`src/rtl/ddc_ctl.sv`:
```
// Control and sequencing for the 14-bit decimating downconverter: host register file,
// reset/settle sequencing with output blanking, and a peak/saturation-driven block AGC.
module ddc_ctl #(
  parameter int FSZ      = 26,
  parameter int OSZ      = 16,
  parameter int RST_CYC  = 4,
  parameter int SETTLE_N = 16,
  parameter int AGC_WIN  = 256,
  parameter int HI_THR   = 24576,
  parameter int LO_THR   = 6144
) (
  input  logic           clk,
  input  logic           reset_n,
  input  logic           cfg_we,
  input  logic [1:0]     cfg_addr,
  input  logic [31:0]    cfg_wdat,
  output logic           ddc_reset,
  output logic [FSZ-1:0] frq,
  output logic [1:0]     dr,
  output logic [3:0]     cic_shf,
  output logic           ns_ena,
  input  logic [6:0]     sathld,
  input  logic           ddc_valid,
  input  logic [OSZ-1:0] ddc_i,
  input  logic [OSZ-1:0] ddc_q,
  output logic           out_valid,
  output logic [OSZ-1:0] out_i,
  output logic [OSZ-1:0] out_q,
  output logic           busy,
  output logic           agc_step
);

  localparam int CMAX = (RST_CYC > SETTLE_N) ? RST_CYC : SETTLE_N;
  localparam int CW   = $clog2(CMAX + 1);
  localparam int WW   = (AGC_WIN > 1) ? $clog2(AGC_WIN) : 1;

  localparam logic [CW-1:0]  RST_LAST    = CW'(RST_CYC - 1);
  localparam logic [CW-1:0]  SETTLE_LAST = CW'(SETTLE_N - 1);
  localparam logic [WW-1:0]  WIN_LAST    = WW'(AGC_WIN - 1);
  localparam logic [OSZ-1:0] HI_LVL      = OSZ'(HI_THR);
  localparam logic [OSZ-1:0] LO_LVL      = OSZ'(LO_THR);

  typedef enum logic [1:0] {ST_RST, ST_SETTLE, ST_RUN} state_t;

  state_t         state_q, state_d;
  logic [CW-1:0]  cnt_q, cnt_d;
  logic [FSZ-1:0] frq_q, frq_d;
  logic [1:0]     dr_q, dr_d;
  logic [3:0]     shf_q, shf_d;
  logic           ns_q, ns_d;
  logic           agc_en_q, agc_en_d;
  logic           ov_q, ov_d;
  logic [OSZ-1:0] oi_q, oi_d, oq_q, oq_d;
  logic           step_q, step_d;
  logic [WW-1:0]  win_q, win_d;
  logic [OSZ-1:0] peak_q, peak_d;
  logic           sat_q, sat_d;

  logic [OSZ-1:0] mag_i, mag_q, pk_max;
  logic           cfg_rst, cfg_settle, sat_now;
  logic           unused_wdat;

  assign unused_wdat = ^cfg_wdat[31:FSZ];

  // Magnitude with the most negative code saturated so it fits the positive range.
  function automatic logic [OSZ-1:0] mag(input logic [OSZ-1:0] x);
    logic [OSZ-1:0] neg;
    neg = ~x + 1'b1;
    if (!x[OSZ-1])                             return x;
    else if (x == {1'b1, {(OSZ-1){1'b0}}})     return {1'b0, {(OSZ-1){1'b1}}};
    else                                       return neg;
  endfunction

  always_comb begin
    mag_i  = mag(ddc_i);
    mag_q  = mag(ddc_q);
    pk_max = peak_q;
    if (mag_i > pk_max) pk_max = mag_i;
    if (mag_q > pk_max) pk_max = mag_q;
    sat_now = sat_q | (|sathld);
  end

  always_comb begin
    state_d    = state_q;
    cnt_d      = cnt_q;
    frq_d      = frq_q;
    dr_d       = dr_q;
    shf_d      = shf_q;
    ns_d       = ns_q;
    agc_en_d   = agc_en_q;
    ov_d       = 1'b0;
    oi_d       = oi_q;
    oq_d       = oq_q;
    step_d     = 1'b0;
    win_d      = win_q;
    peak_d     = peak_q;
    sat_d      = sat_q;
    cfg_rst    = 1'b0;
    cfg_settle = 1'b0;

    // The AGC window only accumulates while running with AGC on; holding it clear
    // otherwise covers RST/SETTLE entry and the enable's 0->1 edge.
    if (state_q != ST_RUN || !agc_en_q) begin
      win_d  = '0;
      peak_d = '0;
      sat_d  = 1'b0;
    end

    if (cfg_we) begin
      case (cfg_addr)
        2'd0: begin
          frq_d      = cfg_wdat[FSZ-1:0];
          cfg_settle = (state_q != ST_RST);
        end
        2'd1: begin
          dr_d    = cfg_wdat[1:0];
          cfg_rst = 1'b1;
        end
        2'd2: begin
          shf_d      = cfg_wdat[3:0];
          cfg_settle = (state_q != ST_RST);
        end
        default: begin
          ns_d     = cfg_wdat[0];
          agc_en_d = cfg_wdat[1];
        end
      endcase
    end

    if (cfg_rst) begin
      state_d = ST_RST;
      cnt_d   = '0;
    end else if (cfg_settle) begin
      state_d = ST_SETTLE;
      cnt_d   = '0;
    end else begin
      case (state_q)
        ST_RST: begin
          if (cnt_q == RST_LAST) begin
            state_d = ST_SETTLE;
            cnt_d   = '0;
          end else begin
            cnt_d = cnt_q + 1'b1;
          end
        end
        ST_SETTLE: begin
          if (ddc_valid) begin
            if (cnt_q == SETTLE_LAST) begin
              state_d = ST_RUN;
              cnt_d   = '0;
            end else begin
              cnt_d = cnt_q + 1'b1;
            end
          end
        end
        default: begin
          if (ddc_valid) begin
            ov_d = 1'b1;
            oi_d = ddc_i;
            oq_d = ddc_q;
          end
          if (agc_en_q) begin
            sat_d = sat_now;
            if (ddc_valid) begin
              peak_d = pk_max;
              win_d  = win_q + 1'b1;
              if (win_q == WIN_LAST) begin
                win_d  = '0;
                peak_d = '0;
                sat_d  = 1'b0;
                // A concurrent register write (CTRL here) pre-empts the gain decision.
                if (!cfg_we) begin
                  if (sat_now || pk_max >= HI_LVL) begin
                    if (shf_q != 4'd0) begin
                      shf_d  = shf_q - 1'b1;
                      step_d = 1'b1;
                    end
                  end else if (pk_max < LO_LVL) begin
                    if (shf_q != 4'hF) begin
                      shf_d  = shf_q + 1'b1;
                      step_d = 1'b1;
                    end
                  end
                  if (step_d) begin
                    state_d = ST_SETTLE;
                    cnt_d   = '0;
                  end
                end
              end
            end
          end
        end
      endcase
    end
  end

  always_ff @(posedge clk) begin
    if (!reset_n) begin
      state_q  <= ST_RST;
      cnt_q    <= '0;
      frq_q    <= '0;
      dr_q     <= '0;
      shf_q    <= '0;
      ns_q     <= 1'b0;
      agc_en_q <= 1'b0;
      ov_q     <= 1'b0;
      oi_q     <= '0;
      oq_q     <= '0;
      step_q   <= 1'b0;
      win_q    <= '0;
      peak_q   <= '0;
      sat_q    <= 1'b0;
    end else begin
      state_q  <= state_d;
      cnt_q    <= cnt_d;
      frq_q    <= frq_d;
      dr_q     <= dr_d;
      shf_q    <= shf_d;
      ns_q     <= ns_d;
      agc_en_q <= agc_en_d;
      ov_q     <= ov_d;
      oi_q     <= oi_d;
      oq_q     <= oq_d;
      step_q   <= step_d;
      win_q    <= win_d;
      peak_q   <= peak_d;
      sat_q    <= sat_d;
    end
  end

  assign ddc_reset = (state_q == ST_RST);
  assign busy      = (state_q != ST_RUN);
  assign frq       = frq_q;
  assign dr        = dr_q;
  assign cic_shf   = shf_q;
  assign ns_ena    = ns_q;
  assign out_valid = ov_q;
  assign out_i     = oi_q;
  assign out_q     = oq_q;
  assign agc_step  = step_q;

endmodule
```
`config.mk`:
```
export PLATFORM = sky130hd
export DESIGN_NAME = ddc_ctl
export DESIGN_NICKNAME = d
export VERILOG_FILES = /design/src/rtl/ddc_ctl.sv
export SDC_FILE = /design/constraint.sdc
export NUM_CORES = 1
export LEC_CHECK = 0
export ABC_AREA = 1
export CORE_ASPECT_RATIO = 1.75
export CORE_MARGIN = 2
export CORE_UTILIZATION = 52
export DETAILED_ROUTE_END_ITERATION = 10
export MAX_ROUTING_LAYER = met4
export PLACE_DENSITY = 0.82
export SLEW_MARGIN = 10
export SYNTH_ARGS = -nofsm -noshare
export SYNTH_HDL_FRONTEND = slang
export SYNTH_SLANG_ARGS = --single-unit
```
`constraint.sdc`:
```
create_clock -name clk -period 7.05 [get_ports clk]
set_input_delay 1.41 -clock clk [delete_from_list [all_inputs] [get_ports clk]]
set_output_delay 1.41 -clock clk [all_outputs]
set_load 0.1 [all_outputs]
```
After elaboration in Yosys (flattened, before gate mapping) --
Cells that the tools add are included.
Cells by class: reduce and logical (&&, ||, !) cells 30, muxes and demuxes 75, magnitude comparators 4, bitwise gates (word level) 11, eq/ne operators 18, add/sub/neg operators 6
Operators with widths (number):
- $mux 16 | 13
- $mux 8 | 7
- $mux 4 | 13
- $mux 5 | 8
- $add 16x1->16 const B | 2
- $eq 16x16->1 const B | 2
- $gt 16x16->1 | 2
- $not 16->16 | 2
- $mux 1 | 24
- $ge 16x15->1 const B | 1
- $lt 16x13->1 const B | 1
- $mux 2 | 8
- $reduce_and 8->1 | 2
- $reduce_bool 4->1 | 4
- $reduce_bool 3->1 | 4
- $pmux 5 s2 | 1
- $reduce_or 9->1 | 1
- $add 8x1->8 const B | 1
- $eq 8x8->1 const B | 1
- $not 1->1 | 8
- $reduce_or 7->1 | 1
- $ne 2x2->1 const B | 3
- $ne 3x1->1 const B | 2
- $ne 3x3->1 const B | 2
- other kinds (22) | 31
Word-level totals: bits of input ports 77, register bits after elaboration 100, output and inout port bits 69, logic and storage cells 159

Longest topological paths before layout --
Gate-level depths: netlist of the first run.
depth after elaboration 25, mapped depth 46, depth with buffers taken out 43

Worst setup path before layout of the first run --
Ideal clock, no wire load.
path type input to register, start point input ddc_i[0], end point register cnt_q[3], path buffers 2, required time 6931 ps, setup slack 1425 ps, data arrival time 5507 ps, stages on the path 41, cells stage by stage inv_1 > ha_1 > nand3_1 > nor2_2 > nand4_2 > buf_4 > inv_1 > o31ai_1 > inv_1 > ha_1 > nand2_1 > nand2_1 > nand2_1 > nand2_1 > nand2_1 > nand2_1 > nand2_1 > nand2_1 > [5 not listed] > nand2_1 > inv_1 > o21ai_0 > a21oi_1 > nor2_1 > nand2_1 > nand2_2 > inv_1 > nand3_1 > nand2_2 > nor2_4 > nor2_8 > inv_2 > nand2_2 > nand3_4 > nand2_4 > o21ai_1 > a21oi_2
Between the ends: cells in the longest elaborated chain, start to end 20
RTL lines:
- start: declaration | RTL line 24 | input logic [OSZ-1:0] ddc_i,
- $not 16->16 | RTL line 68 | neg = ~x + 1'b1;
- $add 16x1->16 | RTL line 68
- $mux 16 | RTL line 70 | else if (x == {1'b1, {(OSZ-1){1'b0}}}) return {1'b0, {(OSZ-1){1'b1}}};
- $mux 16 (*) | RTL line 69 | if (!x[OSZ-1]) return x;
- $gt 16x16->1 | RTL line 78 | if (mag_i > pk_max) pk_max = mag_i;
- $mux 16 (*) | RTL line 78
- $gt 16x16->1 | RTL line 79 | if (mag_q > pk_max) pk_max = mag_q;
- $mux 16 (*) | RTL line 79
- [4 not listed]
- $mux 1 (*) | RTL line 167 | if (win_q == WIN_LAST) begin
- $mux 1 (*) | RTL line 164 | if (ddc_valid) begin
- $mux 1 (*) | RTL line 162 | if (agc_en_q) begin
- $mux 1 (*) | RTL line 137 | case (state_q)
- $mux 1 (*) | RTL line 133 | end else if (cfg_settle) begin
- $mux 1 (*) | RTL line 130 | if (cfg_rst) begin
- $reduce_bool 3->1 (no line) (*)
- $reduce_and 6->1 (no line) (*)
- end signal: assignment | RTL line 215 | cnt_q <= cnt_d;
- end: declaration | RTL line 46 | logic [CW-1:0] cnt_q, cnt_d;
Mark *: on every way between the ends. The rest lies on a longest branch, timed or not. The select of a mux whose other input is x is not followed. A chain may end at the register's enable or synchronous reset.

Worst setup path after layout of the first run --
start point input ddc_i[0], end point register step_q (netlist: agc_step)
Between the ends: cells in the longest elaborated chain, start to end 18
RTL lines:
- $not 16->16 | RTL line 68
- $add 16x1->16 | RTL line 68
- $mux 16 | RTL line 70
- $mux 16 (*) | RTL line 69
- $gt 16x16->1 | RTL line 78
- $mux 16 (*) | RTL line 78
- $gt 16x16->1 | RTL line 79
- $mux 16 (*) | RTL line 79
- [2 not listed]
- $mux 1 (*) | RTL line 173 | if (sat_now || pk_max >= HI_LVL) begin
- $mux 1 (*) | RTL line 172 | if (!cfg_we) begin
- $mux 1 (*) | RTL line 167
- $mux 1 (*) | RTL line 164
- $mux 1 (*) | RTL line 162
- $mux 1 (*) | RTL line 137
- $mux 1 (*) | RTL line 133
- $mux 1 (*) | RTL line 130
- end signal: assignment | RTL line 224 | step_q <= step_d;
- end: declaration | RTL line 54 | logic step_q, step_d;
Marks and branches as above.

==> results of run 1 <==
[path summary, 6_finish.rpt]
path / to / slack (ns) / cells past startpoint
min reg2reg: out_i[7]$_SDFFE_PN0P_ / 0.46 / 2
max: agc_step$_SDFF_PP0_ / 0.58 / 39
max reg2reg: agc_step$_SDFF_PP0_ / 2.78 / 26
min: out_i[7]$_SDFFE_PN0P_ / 0.46 / 2
[kinds of logic (layout without fill, tap and decap cells)]
logic type	Yosys count	after routing	share of synthesized area, %
and+or+nand+nor	542	542	36.2
AOI/OAI and AO/OA	200	200	16.4
buffers and inverters	164	291	9.41
DFF	100	100	29.8
adders and majority gates	40	40	7.44
xor gates and xnor gates	6	6	0.781
[per-layer routing]
| layer | track usage, % | wire (µm) |
|---|---|---|
| met5 | - | 0 |
| met4 | 12.2 | 720 |
| met3 | 3.12 | 669 |
| met2 | 55.1 | 10600 |
| met1 | 29.2 | 7340 |
[placed cells by master (no fill, tap or decap), types with 4 or more instances in the layout]
| cell | count |
|---|---|
| or2_2 | 6 |
| ha_1 | 40 |
| nor3_1 | 9 |
| a31oi_1 | 6 |
| clkbuf_16 | 9 |
| a21oi_1 | 84 |
| nand3_1 | 100 |
| inv_2 | 8 |
| inv_1 | 110 |
| nand4_1 | 7 |
| dfxtp_1 | 100 |
| o211ai_1 | 11 |
| nor2_2 | 9 |
| nand2_2 | 5 |
| a211oi_1 | 4 |
| buf_4 | 15 |
| nand2_1 | 247 |
| o21ai_1 | 5 |
| clkdlybuf4s50_1 | 139 |
| nand3_2 | 8 |
| and2_1 | 5 |
| xor2_1 | 5 |
| o21ai_0 | 73 |
| nor2_1 | 129 |
[through the flow]
stage	utilization, %	worst slack (ns)	instance area (µm²)	hold WS [ns]
global route	66.9	0.0536	8560	0.489
floorplan	-	1.42	6730	0.438
detailed placement	64.6	0.137	8270	0.438
CTS	66.8	0.456	8550	0.459
finish	66.9	0.584	8560	0.462
global placement	64.6	0.186	8270	0.435
[tightest hold or removal path, delay by kind of cell (launching register included)]
family / cells / cell delay, ns
flip-flops: 1 / 0.31
AO/OA/AOI/OAI: 1 / 0.05
AND/OR/NAND/NOR: 1 / 0.06
[sequential cells by signal, summed over array words and instances, names as in the netlist]
name,count
out_valid,1
dr,2
cic_shf,4
agc_step,1
agc_en_q,1
cnt_q,5
peak_q,16
out_q,16
ns_ena,1
frq,26
sat_q,1
out_i,16
state_q,2
win_q,8
[power by group through the flow]
stage	clock network (mW)	logic (mW)	registers, mW
floorplan	0	0.322	0.699
global placement	0	0.561	0.615
detailed placement	0	0.569	0.616
CTS	0.486	0.572	0.603
global route	0.509	0.630	0.606
finish	0.485	0.577	0.603
[cell type report]
type	count	share of cell area (%)
Timing Repair Buffer	154	17.6
Sequential cell	100	23.4
Inverter	122	5.38
Multi-Input combinational cell	788	47.9
Tap cell	171	2.50
Clock inverter	6	0.658
Clock buffer	9	2.63
==> reports/qor.csv, run 1 <==
stage;metric;value;unit
status;status;finished clean;
cells_and_area;Syn-to-layout area delta;27.2;%
synth;Mean Syn Cell Area;6.39;µm²
routing;Via Count;7375;
clock_network;clk sink count;100;
clock_network;CTS root buffer;clkbuf_16;
critical_path;CP Launch Type;primary input;
critical_path;Crit-path slowest cell;clkdlybuf4s50_1;
synth;count leader, synth;nand2_1;
clock_network;Longest Clk Path Bufs;2;
cells_and_area;share of layout cells above drive strength 1;6.96;%
power;Clock power frac;29.1;%
global_route;GRT Resource Usage Total;28.7;%
power;sequential share of power;36.2;%
power;Power Density;194;nW/µm²
floorplanning;floorplan die height;154;µm
global_route;largest net degree at the start of global routing;43;
cells_and_area;Reg area;2000;µm²
critical_path;CP Class;in -> reg;
global_route;vias in the first global route;7110;
timing;Tcrit/Tclk final;91.7;%
critical_path;crit path DAT;6.73;ns
synth;cell taking the most area after synthesis;dfxtp_1;
place;HPWL Detailed;14.5;mm
place;routability cong.;0.972;
power;Pleak;3.59;nW
critical_path;beginning of the worst register-to-register path;peak_q[11]$_SDFF_PN0_;
global_route;antenna violations before repair;0;
timing;minimum clock period;6.47;ns
synth;Post-Syn Nets;1169;
critical_path;max incr delay on CP;0.49;ns
critical_path;critical path peak fanout;25;
clock_network;hold buffer count at cts;0;
power;switching share of total power;39.0;%
clock_network;TritonCTS clock tree;yes;
cells_and_area;# diodes;0;
timing;Slew Viols, Final;0;
timing;Worst-Margin Slew;1.16;ns
floorplanning;Die Wd;90.0;µm
clock_network;clock-pin slew on the worst setup and hold paths;0.08;ns
power;switching pwr;649;µW
cells_and_area;# nets final;1292;
cells_and_area;area taken by multi-input logic gates;4100;µm²
synth;register area share after synthesis;29.8;%
routing;ANT nets after route;0;
floorplanning;I/O Pins;146;
clock_network;H-tree levels;3;
power;combinational share of power;34.6;%
floorplanning;die area;13900;µm²
timing;setup tns final;0;ns
place;# port buffers;139;
synth;gate count after technology mapping;1052;
place;dpl cells;1335;
worst_hold_path;Hold Path Origin;out_i[7]$_SDFFE_PN0P_;
clock_network;Num CTS Buffers;9;
critical_path;origin of the worst setup path;ddc_i[0];
critical_path;delay-heaviest family, CP;simple AND/OR/NAND/NOR gates;
critical_path;crit path buf inv count;6;
floorplanning;core area;12800;µm²
run;max-capacitance violation count;0;
timing;Worst Skew;0.00904;ns
timing;fmax;155;MHz
routing;final WL;19.4;mm
floorplanning;Rows;55;
power;Final Power;1.66;mW
global_route;grt ovf;0;
clock_network;PostCTS Resize Cnt;0;
cells_and_area;fill count;1198;
critical_path;Data required, critical path;7.31;ns
critical_path;crit end category;flop;
timing;Rel. slew slack;22.7;%
clock_network;Post CTS Setup Buffer Count;0;
synth;leading cell types by count after synthesis;nand2_1, nor2_1, inv_1;
cells_and_area;Post-Layout Cell Count;1350;
synth;Yosys top cell area share;29.8;%
power;P_int;1.01;mW
synth;ys flop type;dfxtp_1;
clock_network;Clk Latency, worst-skew pair;0.36;ns
synth;flops & latches, synth;100;
routing;Via density;5.46;
synth;fraction of registers with async set or reset after synthesis;0;%
timing;unrepaired setup endpoints after global routing;false;
synth;largest cells by area after synthesis;dfxtp_1, nand2_1, ha_1, nand3_1, nor2_1;
synth;library cells used by synthesis;53;
timing;Hold Violations, Final;0;
routing;drt wl/cell;14.3;µm
synth;Post-synth EDFFs;0;
routing;DRC viols;0;
worst_hold_path;Hold Path Class;reg -> reg;
routing;DRT iter0 DRCs;447;
synth;Yosys warnings;0;
global_route;first-pass GRT wire length;32.0;mm
power;peak supply drop;0.000201;V
synth;Mapped Area;6730;µm²
critical_path;Crit path top cell by count;nand2_1;
routing;Pre-antenna DRT Iters;6;
timing;Final setup viols;0;
floorplanning;initial core utilization;52.6;%
Power figures use the tool's default switching activity.
==> run 2: changes to the inputs <==
Settings changed: CORE_ASPECT_RATIO 1.75 to not set, CORE_UTILIZATION 52 to 40, PLACE_DENSITY 0.82 to 0.65.
==> reports/qor.csv, run 2 (synthesized netlist as in run 1, its figures left out) <==
stage;metric;value;unit
status;status;finished clean;
critical_path;crit path DAT;6.60;ns
routing;drt wl/cell;13.4;µm
timing;Setup WS post-layout;0.714;ns
critical_path;origin of the worst setup path;ddc_i[0];
critical_path;max incr delay on CP;0.53;ns
run;max-capacitance violation count;0;
critical_path;CP endpoint;cnt_q[0]$_SDFFE_PP0P_;
timing;setup tns final;0;ns
global_route;largest net degree at the start of global routing;53;
routing;DRC viols;0;
power;sequential share of power;35.0;%
global_route;grt ovf;0;
clock_network;CTS root buffer;clkbuf_16;
cells_and_area;share of layout cells above drive strength 1;6.88;%
place;setup slack at placement;0.204;ns
worst_hold_path;Hold Path Class;reg -> reg;
critical_path;crit end category;flop;
place;routability cong.;0.900;
floorplanning;Rows;47;
clock_network;clk sink count;100;
power;switching pwr;683;µW
critical_path;beginning of the worst register-to-register path;peak_q[11]$_SDFF_PN0_;
floorplanning;initial core utilization;40.7;%
clock_network;Num CTS Buffers;9;
timing;Hold Violations, Final;0;
timing;Slew Viols, Final;0;
power;P_int;1.03;mW
cells_and_area;Post-Layout Cell Count;1398;
clock_network;Clk Latency, worst-skew pair;0.37;ns
timing;fmax;158;MHz
cells_and_area;# diodes;0;
floorplanning;core area;16500;µm²
critical_path;reg2reg path depth;28;
timing;Worst-Margin Slew;1.16;ns
routing;Via Count;7064;
routing;DRT iter0 DRCs;480;
place;# port buffers;139;
routing;final WL;18.8;mm
cells_and_area;Syn-to-layout area delta;28.6;%
cells_and_area;number of flip-flops in the largest register;26;
cells_and_area;commonest non-fill, non-tap cells in the layout;nand2_1, clkdlybuf4s50_1, nor2_1;
floorplanning;floorplan die height;134;µm
power;Pleak;3.60;nW
routing;Via density;5.05;
critical_path;Crit path top cell by count;nand2_1;
clock_network;TritonCTS clock tree;yes;
cells_and_area;commonest non-fill, non-tap cell in the layout;nand2_1;
cells_and_area;design area;8650;µm²
global_route;vias in the first global route;6507;
timing;minimum clock period;6.34;ns
critical_path;worst reg-to-reg setup slack;2.90;ns
power;switching share of total power;39.9;%
timing;Hold Slack;0.455;ns
critical_path;CP Launch Type;primary input;
critical_path;CP Class;in -> reg;
routing;ANT nets after route;0;
global_route;antenna violations before repair;0;
global_route;first-pass GRT wire length;31.1;mm
power;peak supply drop;0.000199;V
clock_network;Longest Clk Path Bufs;2;
timing;Rel. slew slack;22.3;%
critical_path;critical path peak fanout;25;
timing;Worst Skew;0.0149;ns
floorplanning;die area;17900;µm²
place;dpl cells;1382;
clock_network;H-tree levels;3;
place;DP Area;8320;µm²
routing;Pre-antenna DRT Iters;4;
cells_and_area;final core utilization;52.3;%
critical_path;RR Endpoint;cnt_q[0]$_SDFFE_PP0P_;
critical_path;Data required, critical path;7.31;ns
cells_and_area;fill count;1656;
floorplanning;Die Wd;134;µm
floorplanning;I/O Pins;146;
power;Final Power;1.71;mW
timing;Tcrit/Tclk final;89.9;%
clock_network;clock-pin slew on the worst setup and hold paths;0.09;ns
place;HPWL Detailed;13.9;mm
timing;Final setup viols;0;
power;Clock power frac;31.7;%
cells_and_area;# nets final;1290;
cells_and_area;area taken by multi-input logic gates;4100;µm²
critical_path;Crit-path slowest cell;clkdlybuf4s50_1;
timing;unrepaired setup endpoints after global routing;false;
power;combinational share of power;33.3;%
global_route;GRT Resource Usage Total;21.9;%
cells_and_area;Reg area;2000;µm²
power;Power Density;198;nW/µm²
## run 2: how the worst min path moves through the flow
stage / from / cells past startpoint / end
after floorplan: agc_en_q$_SDFFE_PN0P_ / 2 / agc_en_q$_SDFFE_PN0P_
after global placement: ns_ena$_SDFFE_PN0P_ / 2 / ns_ena$_SDFFE_PN0P_
after detailed placement: ns_ena$_SDFFE_PN0P_ / 2 / ns_ena$_SDFFE_PN0P_
after CTS: ns_ena$_SDFFE_PN0P_ / 2 / ns_ena$_SDFFE_PN0P_
after global routing: out_q[5]$_SDFFE_PN0P_ / 2 / out_q[5]$_SDFFE_PN0P_
final: ns_ena$_SDFFE_PN0P_ / 2 / ns_ena$_SDFFE_PN0P_
## run 2: cell type report
type,instances,area share [%]
well taps,220,3.18
multi-input cells,788,47.4
flip-flops and latches,100,23.1
repair buffers,152,17.2
inverters,122,5.32
clock buffers,9,2.60
clock inverters,7,1.17
## run 2: power groups by stage
stage          Clock, mW  Sequential [mW]  Combinational (mW)
2_1_floorplan          0            0.699               0.322
3_3_place_gp           0            0.613               0.564
3_5_place_dp           0            0.613               0.567
4_1_cts            0.555            0.600               0.570
5_1_grt            0.570            0.603               0.632
6_report           0.542            0.600               0.570
## run 2: metal layers
layer | wire, µm | global-route usage, % | part of all wire, % | vias up
met2 | 9140 | 35.9 | 49 | 149
met3 | 872 | 3.88 | 4.6 | 15
li1 | - | - | - | 3697
met4 | 163 | 5.56 | 0.87 | 0
met1 | 8590 | 28.0 | 46 | 3203
met5 | 0 | - | 0 | -
## run 2: what timing repair did
item | in CTS | in global routing
gates resized for setup | 0 | 5
setup buffers | 0 | 0
hold buffers | 0 | 0
setup endpoints to repair | 0 | 9
## run 2: worst max-delay path, delay by kind of cell
kind | cells | cell delay (ns)
AO/OA/AOI/OAI | 3 | 0.59
adder cells (fa/ha/maj) | 3 | 0.81
XOR/XNOR | 1 | 0.15
AND/OR/NAND/NOR | 26 | 2.54
buffers and inverters | 7 | 1.06
==> RTL change, RTL diff (config.mk and constraints of run 1) <==
Change the parameter `AGC_WIN` from 256 to 512.
--- a/src/rtl/ddc_ctl.sv
+++ b/src/rtl/ddc_ctl.sv
@@ -6,5 +6,5 @@
   parameter int RST_CYC  = 4,
   parameter int SETTLE_N = 16,
-  parameter int AGC_WIN  = 256,
+  parameter int AGC_WIN  = 512,
   parameter int HI_THR   = 24576,
   parameter int LO_THR   = 6144
Formal check against the unedited RTL: same outputs for any inputs over 4 cycles, from zero or initial values and one cycle with reset_n low; that may be too few to reach the edited logic, so the function may still have changed.
==> RTL change against run 1 <==
Final area decreased by 0.12%. Sequential cell count rose by 1. Worst setup slack got worse by 0.097 ns. Synthesized cell count barely moved. Clock power increased by 4%. Critical path depth down 4. Sequential share of layout area is 0.26 points higher. Wire length rose by 1.2%. Synthesized area fell by 0.26%. Highest routed layer unchanged. Utilization increased by 1.2 points. Total power up 14%. Critical endpoint is now cnt_q[1]. Sequential power up 5.8%. Final cell count fell by 0.22%.
==> RTL change: results (changes against run 1) <==
[timing]
slew-limit-headroom=0.2231  ; -0.003691
fmax_mhz=152.4  ; -1.5%
finClkSkew_ns=0.009375  ; +0.0003305 ns

[routing]
met1_length_um=7162  ; -2.4%
drtIter0Drc=357  ; -20%
wire_per_inst_um=14.55  ; +1.4%
wl_met3_um=967  ; +45%
dr_wl_met2_um=10780  ; +1.3%

[setup_path]
cpPeakStageDelay_ns=0.46  ; -0.03 ns
cp.arrival_ns=6.86  ; +0.13 ns
timing.rr.end=cnt_q[1]

[logic_synthesis]
synth_compound_area_frac=0.1531  ; -0.01095
ys_seq_area_frac=0.3014  ; +0.003761
synth_cell_types=43  ; -19%
yosys-top-cells-count=259 x nand2_1, 139 x nor2_1, 101 x dfxtp_1, 98 x inv_1, 91 x nand3_1
yosys-top-cells-area=dfxtp_1 30%, nand2_1 14%, nor2_1 7.8%, ha_1 7.6%, nand3_1 6.8%
netlist_instances=1051  ; -0.095%
synthAdderAreaFrac=0.07646  ; +0.002059

[grt]
grt_use_met1=0.2756  ; -0.01642
grt_max_degree=56  ; +30%
grt_pass1_wl_um=32690  ; +2.3%
first_global_vias=7190  ; +1.1%

[power_and_ir_drop]
leakage_nw=3.533  ; -1.5%
power_density_nw_per_um2=221.5  ; +14%
ir_drop_v=0.0001487  ; -26%

[outcome]
outcome=completed

[finish]
fillCellCount=1162  ; -3.0%
drive_above_1_share=0.06361  ; -0.005937

[hold_path]
hold_end=ns_ena
hold_path.startpoint=ns_ena

[placement]
dp_slack_ns=0.1388  ; +0.001343 ns

==> RTL change: cell types whose count changed in the layout (fill, tap and decap cells not counted), sizes merged, moves of 3 or more <==
cell	run 1	this run
inv	122	110
o21ai	79	75
nand3	110	96
nor3	11	19
nand2	254	271
nor2	142	149
nand4	9	6
==> RTL change: cells by family after synthesis <==
logic type,Yosys count
fa+ha+maj,41
xor+xnor,9
buf+inv,151
flops,101
compound gates,190
simple gates,559
==> RTL change: cell type report <==
| class | count | share of cell area |
|---|---|---|
| Sequential cell | 101 | 0.2365 |
| Clock inverter | 7 | 0.007611 |
| Timing Repair Buffer | 154 | 0.1759 |
| Multi-Input combinational cell | 799 | 0.4802 |
| Clock buffer | 9 | 0.02635 |
| Tap cell | 168 | 0.02459 |
| Inverter | 109 | 0.04874 |
==> RTL change: power breakdown <==
group	internal, mW	switching [mW]	total (mW)
clock	0.248	0.254	0.502
combinational	0.223	0.530	0.753
sequential	0.605	0.0333	0.638
total	1.08	0.817	1.89
